File: src/rtl/sonar_pkg.sv
// sonar_pkg: shared state encoding, width defaults and Wishbone register map for the ping sequencer
package sonar_pkg;
  localparam int CNT_W_DEF = 16;
  localparam int TMR_W_DEF = 32;
  localparam logic [7:0] WB_ADDR_CTRL       = 8'h00;
  localparam logic [7:0] WB_ADDR_HALF_PER   = 8'h04;
  localparam logic [7:0] WB_ADDR_BURST_LEN  = 8'h08;
  localparam logic [7:0] WB_ADDR_BLANK_LEN  = 8'h0C;
  localparam logic [7:0] WB_ADDR_LISTEN_LEN = 8'h10;
  localparam logic [7:0] WB_ADDR_STATUS     = 8'h14;
  localparam logic [7:0] WB_ADDR_ECHO_TIME  = 8'h18;
  typedef enum logic [2:0] {S_IDLE, S_CLEAR, S_BURST, S_BLANK, S_LISTEN, S_DONE} state_e;
endpackage

File: src/rtl/sonar_tx_gen.sv
// sonar_tx_gen: square-wave burst of burst_len_i periods, half_per_i clk cycles per half, started by go_i
module sonar_tx_gen
  import sonar_pkg::*;
#(
  parameter int CNT_W = CNT_W_DEF
) (
  input  logic             clk,
  input  logic             rst,
  input  logic             go_i,
  input  logic             stop_i,
  input  logic [CNT_W-1:0] half_per_i,
  input  logic [CNT_W-1:0] burst_len_i,
  output logic             tx_o,
  output logic             done_o
);
  logic             active_q, active_d, tx_q, tx_d, half_end;
  logic [CNT_W-1:0] hcnt_q, hcnt_d, hp;
  logic [CNT_W:0]   tcnt_q, tcnt_d;
  assign hp       = half_per_i == '0 ? CNT_W'(1) : half_per_i;
  assign half_end = active_q && hcnt_q == hp - CNT_W'(1);
  assign done_o   = half_end && tcnt_q == {burst_len_i, 1'b0} - (CNT_W+1)'(1);
  assign tx_o     = tx_q;
  // half-period divider and toggle counter; the last toggle parks the line low
  always_comb begin
    active_d = stop_i ? 1'b0 : go_i ? 1'b1 : done_o ? 1'b0 : active_q;
    tx_d     = stop_i ? 1'b0 : go_i ? 1'b1 : done_o ? 1'b0 : half_end ? ~tx_q : tx_q;
    hcnt_d   = (go_i || half_end) ? '0 : active_q ? hcnt_q + CNT_W'(1) : hcnt_q;
    tcnt_d   = go_i ? '0 : half_end ? tcnt_q + (CNT_W+1)'(1) : tcnt_q;
  end
  // generator state registers
  always_ff @(posedge clk) begin
    if (rst) begin
      active_q <= 1'b0;
      tx_q     <= 1'b0;
      hcnt_q   <= '0;
      tcnt_q   <= '0;
    end else begin
      active_q <= active_d;
      tx_q     <= tx_d;
      hcnt_q   <= hcnt_d;
      tcnt_q   <= tcnt_d;
    end
  end
endmodule

File: src/rtl/sonar_ping_sequencer.sv
// sonar_ping_sequencer: clear, transmit burst, blank, listen and capture the echo timer for one sonar ping
module sonar_ping_sequencer
  import sonar_pkg::*;
#(
  parameter int CNT_W   = CNT_W_DEF,
  parameter int TMR_W   = TMR_W_DEF,
  parameter int CLR_CYC = 2
) (
  input  logic             clk,
  input  logic             rst,
  input  logic             start,
  input  logic             abort,
  input  logic [CNT_W-1:0] half_per,
  input  logic [CNT_W-1:0] burst_len,
  input  logic [CNT_W-1:0] blank_len,
  input  logic [CNT_W-1:0] listen_len,
  input  logic             ce_pcm,
  input  logic             cmp,
  input  logic [TMR_W-1:0] timer,
  output logic             mclear,
  output logic             tx_out,
  output logic             listen_en,
  output logic             busy,
  output logic             done,
  output logic             echo_valid,
  output logic             timeout,
  output logic [TMR_W-1:0] echo_time
);
  state_e           state_q, state_d;
  logic [CNT_W-1:0] cnt_q, cnt_d, hp_q, bl_q, bk_q, ln_q;
  logic [TMR_W-1:0] echo_time_q;
  logic             cmp_d_q, done_q, echo_valid_q, timeout_q;
  logic             accept, go, tx_done, rise, clr_end, blank_end, listen_end, echo_hit, to_hit;
  assign accept     = (state_q == S_IDLE || state_q == S_DONE) && start && !abort;
  assign rise       = cmp && !cmp_d_q;
  assign clr_end    = cnt_q == CNT_W'(CLR_CYC - 1);
  assign blank_end  = bk_q == '0 || (ce_pcm && cnt_q == bk_q - CNT_W'(1));
  assign listen_end = ln_q == '0 || (ce_pcm && cnt_q == ln_q - CNT_W'(1));
  assign go         = state_q == S_CLEAR && clr_end && bl_q != '0 && !abort;
  assign echo_hit   = state_q == S_LISTEN && rise && !abort;
  assign to_hit     = state_q == S_LISTEN && !rise && listen_end && !abort;
  assign mclear     = state_q == S_CLEAR;
  assign listen_en  = state_q == S_LISTEN;
  assign busy       = state_q inside {S_CLEAR, S_BURST, S_BLANK, S_LISTEN};
  assign done       = done_q;
  assign echo_valid = echo_valid_q;
  assign timeout    = timeout_q;
  assign echo_time  = echo_time_q;
  sonar_tx_gen #(.CNT_W(CNT_W)) u_tx (
    .clk        (clk),
    .rst        (rst),
    .go_i       (go),
    .stop_i     (abort),
    .half_per_i (hp_q),
    .burst_len_i(bl_q),
    .tx_o       (tx_out),
    .done_o     (tx_done)
  );
  // next state; abort overrides progress, the shared counter restarts on every state change
  always_comb begin
    state_d = state_q;
    case (state_q)
      S_IDLE, S_DONE: if (start) state_d = S_CLEAR;
      S_CLEAR:        if (clr_end) state_d = bl_q != '0 ? S_BURST : S_BLANK;
      S_BURST:        if (tx_done) state_d = S_BLANK;
      S_BLANK:        if (blank_end) state_d = S_LISTEN;
      S_LISTEN:       if (rise || listen_end) state_d = S_DONE;
      default:        state_d = S_IDLE;
    endcase
    if (abort) state_d = S_IDLE;
    cnt_d = state_d != state_q ? '0 :
            (state_q == S_CLEAR || (ce_pcm && (state_q == S_BLANK || state_q == S_LISTEN))) ? cnt_q + CNT_W'(1) : cnt_q;
  end
  // state, shadow config, edge detector and sticky result registers
  always_ff @(posedge clk) begin
    if (rst) begin
      state_q      <= S_IDLE;
      cnt_q        <= '0;
      hp_q         <= '0;
      bl_q         <= '0;
      bk_q         <= '0;
      ln_q         <= '0;
      cmp_d_q      <= 1'b0;
      done_q       <= 1'b0;
      echo_valid_q <= 1'b0;
      timeout_q    <= 1'b0;
      echo_time_q  <= '0;
    end else begin
      state_q <= state_d;
      cnt_q   <= cnt_d;
      cmp_d_q <= (state_d == S_LISTEN && state_q != S_LISTEN) ? 1'b0 : cmp;
      done_q  <= state_d == S_DONE && state_q != S_DONE;
      if (accept) begin
        hp_q         <= half_per;
        bl_q         <= burst_len;
        bk_q         <= blank_len;
        ln_q         <= listen_len;
        echo_valid_q <= 1'b0;
        timeout_q    <= 1'b0;
        echo_time_q  <= '0;
      end
      if (echo_hit) begin
        echo_valid_q <= 1'b1;
        echo_time_q  <= timer;
      end
      if (to_hit) timeout_q <= 1'b1;
    end
  end
endmodule

File: config.mk
export PLATFORM = sky130hd
export DESIGN_NAME = sonar_ping_sequencer
export DESIGN_NICKNAME = d
export VERILOG_FILES = /design/src/rtl/sonar_pkg.sv /design/src/rtl/sonar_tx_gen.sv /design/src/rtl/sonar_ping_sequencer.sv
export SDC_FILE = /design/constraint.sdc
export NUM_CORES = 1
export LEC_CHECK = 0
export BUFFER_PORTS_ARGS = -buffer_cell sky130_fd_sc_hd__buf_2
export CORE_AREA = 2 2 137 139
export DETAILED_ROUTE_END_ITERATION = 10
export DIE_AREA = 0 0 139 141
export GPL_TIMING_DRIVEN = 0
export HOLD_SLACK_MARGIN = 0.03
export PLACE_DENSITY = 0.82
export SETUP_SLACK_MARGIN = 0.3
export SLEW_MARGIN = 0
export SYNTH_ARGS = -nofsm -noshare
export SYNTH_HDL_FRONTEND = slang
export SYNTH_SLANG_ARGS = --single-unit
File: constraint.sdc
create_clock -name clk -period 5 [get_ports clk]
set_input_delay 0.25 -clock clk [delete_from_list [all_inputs] [get_ports clk]]
set_output_delay 0.25 -clock clk [all_outputs]
set_load 0.005 [all_outputs]
==> flow_metrics.py <==
metrics = {
    "run_status": {
        "outcome": "completed",
    },
    "placed_design": {
        "routabilityCongestion": 0.908,
        "io_buffers": 140,
        "hpwl_um": 18300,
    },
    "logic_synthesis": {
        "synthCells": 1198,
        "synth_edf_count": 0,
        "yosysTopAreaCell": "dfxtp_1",
        "syn_nets": 1309,
        "synthDistinctLibCells": 77,
        "synth.avg_cell_area_um2": 7.44,
        "synth_top_area_share_pct": 34.6,
        "ys_async_sr_fraction_pct": 0,
        "synth_area_mm2": 0.00891,
        "yosys_warnings": 0,
        "synth.area.top_cells": "dfxtp_1 35%, nand2_1 10%, a21oi_1 6.7%",
        "seq_area_frac_synth_pct": 34.6,
        "ys.flop_type": "dfxtp_1",
        "ys_seq_elements": 154,
    },
    "route": {
        "first_pass_iters": 5,
        "routed-via-count": 9061,
        "drc": 0,
        "routedWlPerCell_um": 15.6,
        "ant_nets": 0,
        "drt_iter0_markers": 796,
        "viasPerCell": 5.64,
        "routed_wl_um": 25100,
    },
    "layout": {
        "finalNetCount": 1470,
        "syn2layout_area_growth_pct": 18.3,
        "final_common_cell": "nand2_1",
        "layout_common_cells": "238 x nand2_1, 154 x dfxtp_1, 143 x buf_2",
        "post_route_cells_drive_above_1_share_pct": 15.1,
        "diodes": 0,
    },
    "floorplan": {
        "die_w_um": 139,
        "die_y_um": 141,
        "core_mm2": 0.0183,
        "rows": 50,
        "die-area_mm2": 0.0196,
        "floorplan.initialDensity_pct": 48.8,
        "io_pins": 141,
    },
    "power_and_ir_drop": {
        "p_leak_nw": 4.00,
        "power_density_mw_per_mm2": 297,
        "peakVddDrop_v": 0.000253,
    },
    "sta": {
        "rsz0062_at_grt": "false",
        "tightest_slew_ps": 1210,
        "whs_ps": 47.5,
        "fin_skew_ps": 10.0,
        "min_period_over_period_pct": 87.7,
        "slew-limit-headroom_pct": 17.0,
        "setup_tns_ps": 0,
        "finalHoldViolations": 0,
        "setup_viol": 0,
        "min_period_ps": 4380,
        "fmax_mhz": 228,
        "drv_slew": 0,
    },
    "global_routing": {
        "grt_pass1_vias": 8450,
        "track_usage_pct": 25.4,
        "antenna_found_initial": 0,
        "grt_overflow": 0,
        "grt_max_degree": 17,
        "grt_pass1_wl_um": 41100,
    },
    "clock_network": {
        "root_buffer": "clkbuf_16",
        "h-tree-depth": 4,
        "cts_made_buffers": 17,
        "clk_latency_ps": 440,
        "cts_tree": "built",
        "clkSlewWorstSetupHoldPaths_ps": 70,
        "clockBufferDepth": 2,
        "cts.sink_count": 154,
    },
    "worst_setup_path": {
        "crit_arrival_ps": 4710,
        "start_kind": "register",
        "regToRegSetupSlack_ps": 620,
        "cp-end-kind": "register",
        "path_class": "register to register",
        "path_max_fanout": 10,
        "required_ps": 5320,
    },
    "min_path": {
        "hold_path_class": "input pin to register",
    },
    "flow_run": {
        "drv_cap": 0,
    },
}
[registers in the layout (all words and copies together) (netlist names), 16 cells and up]
name         count
bk_q            16
bl_q            16
cnt_q           16
echo_time       32
hp_q            16
ln_q            16
u_tx.hcnt_q     16
u_tx.tcnt_q     17
[synthesized netlist by cell type (all sizes together), types with 12 or more instances]
master / number
inv: 20
or4: 12
o21ai: 16
dfxtp: 154
a21oi: 120
nor2: 122
nor4: 21
nand3: 71
nor3: 30
xor2: 64
clkbuf: 70
nand4: 27
o211ai: 19
nand2: 238
xnor2: 59
[metal layers]
metal | track usage (%) | vias to the layer above | routed length [um]
met3 | 4.82 | 56 | 1570
met5 | 0 | - | 0
li1 | - | 4467 | -
met2 | 44.0 | 330 | 12300
met1 | 31.7 | 4208 | 10700
met4 | 9.14 | 0 | 582
[layout make-up]
class                           instances  area [um2]
Buffer                                 80         315
Clock buffer                           19         443
Clock inverter                         13         159
Fill cell                            1681        7720
Inverter                               20        75.1
Multi-Input combinational cell        944        5460
Sequential cell                       154        3080
Tap cell                              234         293
Timing Repair Buffer                  142         719
[worst max-delay path: stages, from the launching register on]
cell and delay, ps:
dfxtp_1 320, clkbuf_1 360, nor4_2 160, a41oi_1 390, ha_1 260, nor3b_4 350, nand2_1 90, or4b_1 570
a211oi_1 270, nand4_1 220, or4_1 450, clkbuf_1 220, nand2_1 260, buf_2 270, nor2_1 80
[power breakdown]
part | internal, W | total (W) | switching, W | leakage, nW
clock | 0.000763 | 0.00132 | 0.000561 | 0.289
sequential | 0.00125 | 0.00129 | 0.0000363 | 1.25
combinational | 0.000213 | 0.000515 | 0.000302 | 2.47
total | 0.00223 | 0.00313 | 0.000899 | 4.00
[logic make-up (layout without fill, tap and decap cells)]
| kind of cell | after synthesis | after routing | synth area share [%] |
|---|---|---|---|
| xor gates and xnor gates | 123 | 123 | 12.1 |
| buffers and inverters | 100 | 274 | 4.38 |
| muxes | 11 | 11 | 1.25 |
| adders and majority gates | 9 | 9 | 1.26 |
| AOI/OAI and AO/OA | 212 | 212 | 14.7 |
| and+or+nand+nor | 589 | 589 | 31.8 |
| DFF | 154 | 154 | 34.6 |
[final timing paths]
path,startpoint,cells past startpoint,to
max reg2reg,hp_q[8],14,u_tx.hcnt_q[13]
min,timer[12],3,echo_time[12]
min reg2reg,timeout,2,timeout
max,hp_q[8],14,u_tx.hcnt_q[13]
[per-stage QoR]
stage	instance area (um2)	power, W	util (%)	setup WS, ps	instances
floorplan	8910	0.00167	-	1300	1198
global route	10500	0.00325	57.7	318	1606
detailed placement	9920	0.00181	54.3	402	1573
global placement	9910	0.00180	54.2	432	1572
CTS	10500	0.00312	57.6	341	1605
finish	10500	0.00313	57.7	616	1606
[repair_timing]
action | 4_1_cts | 5_1_grt
endpoints found under the setup margin | 0 | 27
buffers inserted | 0 | 1
hold buffers | 0 | 0
resized for setup | 0 | 2
Power figures use the tool's default switching activity.
